$ cat src/rtl/periph_demux_pkg.sv
// Shared constants and helpers for the peripheral demultiplexer.
// Destination encoding reserves value NB_TARGETS for unmapped accesses.
package periph_demux_pkg;

  localparam logic [31:0] UNMAPPED_RDATA = 32'hDEAD_BEEF;

  function automatic int dest_width(input int nb_targets);
    return $clog2(nb_targets + 1);
  endfunction

endpackage

$ cat src/rtl/periph_demux_tracker.sv
// Outstanding-transaction tracker: count, destination, unmapped pending.
// Produces admission and unexpected-response detection.
module periph_demux_tracker
  import periph_demux_pkg::*;
#(
  parameter int NB_TARGETS      = 2,
  parameter int MAX_OUTSTANDING = 4,
  localparam int DW             = dest_width(NB_TARGETS)
) (
  input  logic                  clk,
  input  logic                  rst_ni,
  input  logic [DW-1:0]         sel,
  input  logic                  gnt,
  input  logic                  retire,
  input  logic [NB_TARGETS-1:0] rsp_valid,
  output logic                  allow,
  output logic [DW-1:0]         dest,
  output logic                  busy,
  output logic                  unm_pend,
  output logic                  proto_err
);

  localparam int CW = $clog2(MAX_OUTSTANDING + 1);
  localparam logic [DW-1:0] UNM = DW'(NB_TARGETS);
  localparam logic [CW-1:0] MAX = CW'(MAX_OUTSTANDING);

  logic [CW-1:0] cnt_q;
  logic [DW-1:0] dest_q;
  logic          unm_q;

  always_ff @(posedge clk) begin
    if (!rst_ni) begin
      cnt_q  <= '0;
      dest_q <= '0;
      unm_q  <= 1'b0;
    end else begin
      cnt_q <= cnt_q + CW'(gnt) - CW'(retire);
      if (gnt) dest_q <= sel;
      unm_q <= gnt && (sel == UNM);
    end
  end

  // Registered state only: a target switch waits for a full drain.
  assign allow = (cnt_q == '0) ||
                 ((dest_q == sel) && (cnt_q < MAX));

  assign dest     = dest_q;
  assign busy     = (cnt_q != '0);
  assign unm_pend = unm_q;

  always_comb begin
    proto_err = 1'b0;
    for (int j = 0; j < NB_TARGETS; j++) begin
      if (rsp_valid[j] && (!busy || dest_q != DW'(j)))
        proto_err = 1'b1;
    end
    if (!rst_ni) proto_err = 1'b0;
  end

endmodule

$ cat src/rtl/periph_demux_n.sv
// N-target peripheral demultiplexer with in-order response tracking
// and internal error completion for unmapped addresses.
module periph_demux_n
  import periph_demux_pkg::*;
#(
  parameter int ADDR_WIDTH      = 32,
  parameter int DATA_WIDTH      = 32,
  parameter int BE_WIDTH        = DATA_WIDTH / 8,
  parameter int NB_TARGETS      = 2,
  parameter int REGION_LSB      = 14,
  parameter int REGION_MSB      = 19,
  parameter logic [REGION_MSB-REGION_LSB:0] REGION_ID = 6'b000001,
  parameter int TGT_LSB         = 10,
  parameter int TGT_WIDTH       = 4,
  parameter int MAX_OUTSTANDING = 4
) (
  input  logic                           clk,
  input  logic                           rst_ni,
  input  logic                           data_req_i,
  input  logic [ADDR_WIDTH-1:0]          data_add_i,
  input  logic                           data_we_n_i,
  input  logic [DATA_WIDTH-1:0]          data_wdata_i,
  input  logic [BE_WIDTH-1:0]            data_be_i,
  output logic                           data_gnt_o,
  output logic                           data_r_valid_o,
  output logic [DATA_WIDTH-1:0]          data_r_rdata_o,
  output logic                           data_r_opc_o,
  output logic [NB_TARGETS-1:0]          tgt_req_o,
  output logic [ADDR_WIDTH-1:0]          tgt_add_o,
  output logic                           tgt_we_n_o,
  output logic [DATA_WIDTH-1:0]          tgt_wdata_o,
  output logic [BE_WIDTH-1:0]            tgt_be_o,
  input  logic [NB_TARGETS-1:0]          tgt_gnt_i,
  input  logic [NB_TARGETS-1:0]          tgt_r_valid_i,
  input  logic [NB_TARGETS*DATA_WIDTH-1:0] tgt_r_rdata_i,
  input  logic [NB_TARGETS-1:0]          tgt_r_opc_i,
  output logic                           proto_err_o
);

  localparam int DW = dest_width(NB_TARGETS);
  localparam logic [DW-1:0] UNM = DW'(NB_TARGETS);
  localparam int XW = (DATA_WIDTH > 32) ? DATA_WIDTH : 32;
  localparam logic [XW-1:0] UNM_EXT = XW'(UNMAPPED_RDATA);

  logic [TGT_WIDTH-1:0] tidx;
  logic                 mapped;
  logic [DW-1:0]        sel;
  logic [DW-1:0]        dest;
  logic                 allow;
  logic                 busy;
  logic                 unm_pend;
  logic                 gnt_sel;

  assign tidx   = data_add_i[TGT_LSB +: TGT_WIDTH];
  assign mapped = (data_add_i[REGION_MSB:REGION_LSB] == REGION_ID) &&
                  (32'(tidx) < NB_TARGETS);
  assign sel    = mapped ? DW'(tidx) : UNM;

  assign tgt_add_o   = data_add_i;
  assign tgt_we_n_o  = data_we_n_i;
  assign tgt_wdata_o = data_wdata_i;
  assign tgt_be_o    = data_be_i;

  always_comb begin
    tgt_req_o = '0;
    gnt_sel   = 1'b0;
    for (int k = 0; k < NB_TARGETS; k++) begin
      if (mapped && sel == DW'(k)) begin
        tgt_req_o[k] = data_req_i & allow & rst_ni;
        gnt_sel      = tgt_gnt_i[k];
      end
    end
  end

  // Unmapped accesses are accepted internally without a target grant.
  assign data_gnt_o = rst_ni & allow & data_req_i &
                      (mapped ? gnt_sel : 1'b1);

  always_comb begin
    data_r_valid_o = 1'b0;
    data_r_rdata_o = '0;
    data_r_opc_o   = 1'b0;
    if (dest == UNM) begin
      data_r_valid_o = unm_pend;
      data_r_rdata_o = UNM_EXT[DATA_WIDTH-1:0];
      data_r_opc_o   = 1'b1;
    end else if (busy) begin
      for (int k = 0; k < NB_TARGETS; k++) begin
        if (dest == DW'(k)) begin
          data_r_valid_o = tgt_r_valid_i[k];
          data_r_rdata_o = tgt_r_rdata_i[k*DATA_WIDTH +: DATA_WIDTH];
          data_r_opc_o   = tgt_r_opc_i[k];
        end
      end
    end
    if (!rst_ni) data_r_valid_o = 1'b0;
  end

  periph_demux_tracker #(
    .NB_TARGETS      (NB_TARGETS),
    .MAX_OUTSTANDING (MAX_OUTSTANDING)
  ) u_tracker (
    .clk       (clk),
    .rst_ni    (rst_ni),
    .sel       (sel),
    .gnt       (data_gnt_o),
    .retire    (data_r_valid_o),
    .rsp_valid (tgt_r_valid_i),
    .allow     (allow),
    .dest      (dest),
    .busy      (busy),
    .unm_pend  (unm_pend),
    .proto_err (proto_err_o)
  );

endmodule

$ cat config.mk
export PLATFORM = sky130hd
export DESIGN_NAME = periph_demux_n
export DESIGN_NICKNAME = d
export VERILOG_FILES = /design/src/rtl/periph_demux_pkg.sv /design/src/rtl/periph_demux_tracker.sv /design/src/rtl/periph_demux_n.sv
export SDC_FILE = /design/constraint.sdc
export NUM_CORES = 1
export LEC_CHECK = 0
export ABC_CLOCK_PERIOD_IN_PS = 4400
export CORE_AREA = 3 3 94 96
export CTS_CLUSTER_DIAMETER = 40
export DETAILED_ROUTE_END_ITERATION = 8
export DIE_AREA = 0 0 97 99
export PLACE_DENSITY = 0.7
export SYNTH_ARGS = -nofsm -noshare
export SYNTH_HDL_FRONTEND = slang
export SYNTH_SLANG_ARGS = --single-unit
export TNS_END_PERCENT = 50
$ cat constraint.sdc
create_clock -name clk -period 4.4 [get_ports clk]
set_input_delay 1.32 -clock clk [delete_from_list [all_inputs] [get_ports clk]]
set_output_delay 1.32 -clock clk [all_outputs]
set_load 0.05 [all_outputs]
## After elaboration in Yosys (flattened, before gate mapping)

Index checks and enable logic that the tools add are counted.

| word-level totals | value |
|---|---|
| register bits | 6 |
| output and inout port bits | 107 |
| word-level logic and storage cells | 57 |

| cells by class | value |
|---|---|
| $add $sub $neg | 2 |
| $lt $le $gt $ge | 2 |
| equal/unequal tests | 7 |
| multiplexer cells | 22 |
| bitwise logic cells | 5 |
| reduce and logical (&&, ||, !) cells | 16 |

Operators with widths:

| kind | number |
|---|---|
| $mux W32 | 4 |
| $mux W1 | 17 |
| $logic_and A1 B1 Y1 | 7 |
| $eq A6 B1 Y1 const B | 1 |
| $and A1 B1 Y1 | 5 |
| $eq A2 B1 Y1 const B | 2 |
| $eq A2 B2 Y1 const B | 2 |
| $logic_not A2 Y1 | 2 |
| $lt A4 B2 Y1 const B | 1 |
| $add A3 B1 Y3 | 1 |
| $logic_not A3 Y1 | 1 |
| $logic_or A1 B1 Y1 | 3 |
| $lt A3 B3 Y1 const B | 1 |
| $reduce_bool A3 Y1 | 1 |
| $sub A3 B1 Y3 | 1 |
| $eq A2 B2 Y1 | 1 |
| $mux W2 | 1 |
| $ne A2 B1 Y1 const B | 1 |
| $reduce_bool A2 Y1 | 1 |
| $logic_not A1 Y1 | 1 |

## Longest topological paths before layout

| depth | value |
|---|---|
| word-level depth | 11 |
| mapped depth | 12 |
| mapped depth without buffers | 11 |

## Cells and area by module

From an unflattened synthesis, not the netlist that was laid out.

| second synthesis, totals | value |
|---|---|
| cells, all modules | 221 |
| area, all modules | 1557.7 um2 |

Modules (own cells, without submodules):

| module | instances | cells an instance | area each (um2) | sequential area each (um2) |
|---|---|---|---|---|
| periph_demux_n | 1 | 191 | 1232.4 | 0.0 |
| periph_demux_tracker | 1 | 30 | 325.3 | 120.1 |

## Worst setup path after synthesis

Ideal clock, no wire load.

| timing | value |
|---|---|
| path kind | input port to output port |
| start | input data_add_i[16] |
| end | output tgt_req_o[1] |
| data arrival time | 3.402 ns |
| data required time | 3.080 ns |
| slack | -0.322 ns |
| stages on the path | 3 |
| buffers on the path | 0 |
| cell sequence | nor4_4 > nand3_4 > nor4b_1 |

| between the ends | value |
|---|---|
| cells in the longest elaborated chain, start to end | 9 |

Ends and longest elaborated chain:

| what | RTL line | RTL |
|---|---|---|
| start: declaration | periph_demux_n.sv:20 | `input logic [ADDR_WIDTH-1:0] data_add_i,` |
| $eq A6 B1 Y1 * | periph_demux_n.sv:55 | `assign mapped = (data_add_i[REGION_MSB:REGION_LSB] == REGION_ID) &&` |
| $logic_and A1 B1 Y1 * | periph_demux_n.sv:55 |  |
| $mux W2 | periph_demux_n.sv:57 | `assign sel = mapped ? DW'(tidx) : UNM;` |
| $eq A2 B2 Y1 | periph_demux_tracker.sv:45 | `((dest_q == sel) && (cnt_q < MAX));` |
| $logic_and A1 B1 Y1 | periph_demux_tracker.sv:45 |  |
| $logic_or A1 B1 Y1 | periph_demux_tracker.sv:44 | `assign allow = (cnt_q == '0) \|\|` |
| $and A1 B1 Y1 (2 in series) | periph_demux_n.sv:69 | `tgt_req_o[k] = data_req_i & allow & rst_ni;` |
| $mux W1 * | periph_demux_n.sv:68 | `if (mapped && sel == DW'(k)) begin` |
| end: declaration | periph_demux_n.sv:28 | `output logic [NB_TARGETS-1:0] tgt_req_o,` |

Every way passes the cells marked *; elsewhere a longest branch is shown, timed or not.

## Worst setup path in the final report

| timing | value |
|---|---|
| start | input data_add_i[14] |
| end | output data_gnt_o |

| between the ends | value |
|---|---|
| cells in the longest elaborated chain, start to end | 9 |

Ends and longest elaborated chain:

| what | RTL line | RTL |
|---|---|---|
| $eq A6 B1 Y1 * | periph_demux_n.sv:55 |  |
| $logic_and A1 B1 Y1 * | periph_demux_n.sv:55 |  |
| $mux W2 | periph_demux_n.sv:57 |  |
| $eq A2 B2 Y1 or $logic_not A2 Y1 (tied branches) | periph_demux_tracker.sv:45, periph_demux_n.sv:68 |  |
| $logic_and A1 B1 Y1 (on tied branches) | periph_demux_tracker.sv:45, periph_demux_n.sv:68 |  |
| $logic_or A1 B1 Y1 or $mux W1 (tied branches) | periph_demux_tracker.sv:44, periph_demux_n.sv:68 |  |
| $and A1 B1 Y1 or $mux W1 (tied branches) | periph_demux_n.sv:76, periph_demux_n.sv:68 |  |
| $and A1 B1 Y1 or $mux W1 (tied branches) | periph_demux_n.sv:76, periph_demux_n.sv:77 |  |
| $and A1 B1 Y1 * | periph_demux_n.sv:76 | `assign data_gnt_o = rst_ni & allow & data_req_i &` |
| end: declaration | periph_demux_n.sv:24 | `output logic data_gnt_o,` |

Marks and branches as above.

==> results.json <==
{
  "hold_class": "reg2reg",
  "r2r_end": "u_tracker.cnt_q[2]$_SDFF_PN0_",
  "antenna_left": 0,
  "finalSetupViolCount": 0,
  "end_kind": "primary output",
  "period_share": 0.986,
  "wl_um": 5930,
  "synth_top_area_cell": "buf_4",
  "drc": 0,
  "io_buffers": 130,
  "drive_gt1_frac": 0.210,
  "hold_viol": 0,
  "fin_hold_ws_ns": 0.646,
  "path_max_fanout": 2,
  "p_int_mw": 0.819,
  "synth_area_leaders": "buf_4 34%, a21oi_1 9.2%, o21ai_0 8.2%",
  "ir_worst_vdd_mv": 0.277,
  "antenna_cells": 0,
  "h-tree-depth": 1,
  "multiInputGateArea_sq_um": 835,
  "start_util": 0.188,
  "setup_ws_ns": 0.0604,
  "mostFrequentLayoutCells": "87 x clkdlybuf4s50_1, 28 x a21oi_1, 27 x nand2_1, 25 x o21ai_0, 25 x buf_12",
  "ys_warn_count": 0,
  "async_flop_share": 0,
  "drt_pass1_iterations": 4,
  "cts_buffers": 3,
  "syn_inst": 230,
  "slew_headroom": 0.559,
  "place.detailed.hpwl_um": 4970,
  "seq_area_frac_synth": 0.0788,
  "critPathKind": "in2out",
  "clock-sinks": 6,
  "start_kind": "input pin",
  "cp.arrival_ns": 3.02,
  "ys_seq_elements": 6,
  "dp_cells": 393,
  "cts_tree": "built",
  "dp_slack_ns": -0.0488,
  "synth-main-ff-cell": "dfxtp_1",
  "cp-startpoint": "data_add_i[14]",
  "skew_ns": 0.00156,
  "finalSetupTns_ns": 0,
  "netlist-cell-type-count": 37,
  "whs_endpoint": "u_tracker.cnt_q[2]$_SDFF_PN0_",
  "rrSetupSlack_ns": 1.56,
  "rsz0062_at_grt": "no",
  "clockPowerShare": 0.044,
  "final_common_cell": "clkdlybuf4s50_1",
  "postCtsSetupBuffers": 0,
  "grt.total_usage": 0.112,
  "via_count": 1713,
  "seq_area_sq_um": 120,
  "r2r_cells": 10,
  "yosysTopAreaCellShare": 0.340,
  "num_io_pins": 249,
  "clock_tree.root_cell": "clkbuf_8",
  "r2r-start": "u_tracker.dest[0]$_SDFFE_PN0P_",
  "syn2layout_area_growth_pct": 79.2,
  "cap_violations": 0,
  "p_sw_mw": 1.01,
  "rows": 33,
  "grt_pass1_vias": 1688,
  "grt_pass1_wl_um": 8920,
  "insertion_delay_ns": 0.22,
  "leakage_nw": 1.03,
  "cts.path.max_buffers": 2,
  "fp.dieW_um": 97,
  "place_congestion": 0.792,
  "routed_via_density": 4.33,
  "grt_max_degree": 28,
  "fill_cells": 813,
  "core-area_sq_um": 8130,
  "avgSynthCellArea_sq_um": 6.63,
  "synth_nets": 375,
  "wl_per_cell_um": 15.0,
  "die_area_sq_um": 9600,
  "combPwrFrac": 0.909,
  "synth_edf_count": 0,
  "chipHeight_um": 99,
  "worst_pin_slew_ns": 0.661,
  "syn_area_sq_um": 1530,
  "clk_pin_slew_ns": 0.03,
  "fmax_ghz": 0.230,
  "period_minus_slack_ns": 4.34,
  "hold_start": "u_tracker.cnt_q[2]$_SDFF_PN0_",
  "layoutNonFillerInstCount": 396,
  "p_per_area_nw_per_um2": 670,
  "nNetsFinal": 438,
  "status": "completed",
  "crit_required_ns": 3.08,
  "share_seq_of_total_power": 0.047,
  "grt_overflow_total": 0,
  "p_sw_frac": 0.553,
  "final_core_util": 0.336,
  "drt_iter0_drc": 19,
  "hold_path_depth": 2,
  "slew_violations": 0,
  "antenna_found_initial": 0
}
==> routing by layer <==
layer | GRT usage | vias to the layer above | wire length [um]
met5 | 0 | - | 0
met4 | 0.0281 | 0 | 88
met3 | 0.0333 | 10 | 486
met2 | 0.215 | 104 | 3270
met1 | 0.119 | 772 | 2090
li1 | - | 827 | -
==> registers in the layout, indices dropped and copies added (netlist names) <==
name	count
u_tracker.unm_pend	1
u_tracker.dest	2
u_tracker.cnt_q	3
==> worst max-delay path by stage <==
stage                               to  cells after the start
after detailed placement    data_gnt_o                      7
after CTS                   data_gnt_o                      7
after global routing        data_gnt_o                      7
final                       data_gnt_o                      7
after global placement      data_gnt_o                      7
after floorplan           tgt_req_o[0]                      3
==> cells in the mapped netlist, types with 3 or more instances <==
| cell type | count |
|---|---|
| buf_4 | 69 |
| a21oi_1 | 28 |
| nand2_1 | 27 |
| o21ai_0 | 25 |
| nor2_1 | 12 |
| clkbuf_1 | 9 |
| mux2i_1 | 9 |
| dfxtp_1 | 6 |
| and2_1 | 4 |
| inv_1 | 4 |
| nand2b_1 | 4 |
| buf_2 | 3 |
| nor3_1 | 3 |
==> timing repair <==
| item | CTS | global route |
|---|---|---|
| pin swaps | 1 | 1 |
| gates resized for setup | 3 | 2 |
| endpoints found under the setup margin | 1 | 1 |
| hold buffers | 0 | 0 |
==> critical path, cell delays in order <==
cell             delay [ns]
clkdlybuf4s50_1        0.47
nor3b_4                0.22
nand3_4                0.09
or3_2                  0.48
a21oi_1                0.17
buf_4                  0.15
buf_12                 0.13
==> power by group through the flow <==
stage / registers (mW) / logic (mW) / clock network (mW)
after global placement: 0.0861 / 1.67 / 0
after global routing: 0.0894 / 1.74 / 0.0863
after CTS: 0.0859 / 1.69 / 0.0833
after floorplan: 0.0828 / 1.07 / 0
final: 0.0857 / 1.66 / 0.0815
after detailed placement: 0.0867 / 1.68 / 0
==> kinds of logic (layout without fill, tap and decap cells) <==
kind of cell / Yosys count / in the layout / synth area share
buffers and inverters: 86 / 147 / 0.384
DFF: 6 / 6 / 0.0788
xor gates and xnor gates: 3 / 3 / 0.0172
AOI/OAI and AO/OA: 59 / 59 / 0.208
and+or+nand+nor: 63 / 63 / 0.216
muxes: 10 / 10 / 0.0664
adders and majority gates: 3 / 3 / 0.0295
==> metrics by stage <==
step / total power [mW] / cell area (sq um)
3_3_place_gp: 1.76 / 2690
2_1_floorplan: 1.15 / 1530
6_report: 1.83 / 2730
4_1_cts: 1.85 / 2720
3_5_place_dp: 1.77 / 2690
5_1_grt: 1.92 / 2730
==> cell type report <==
cell class	count	area share
Multi-Input combinational cell	138	0.305
Tap cell	105	0.0481
Inverter	4	0.00549
Timing Repair Buffer	140	0.582
Sequential cell	6	0.0440
Clock buffer	3	0.0151
(Power assumes the default switching activity.)
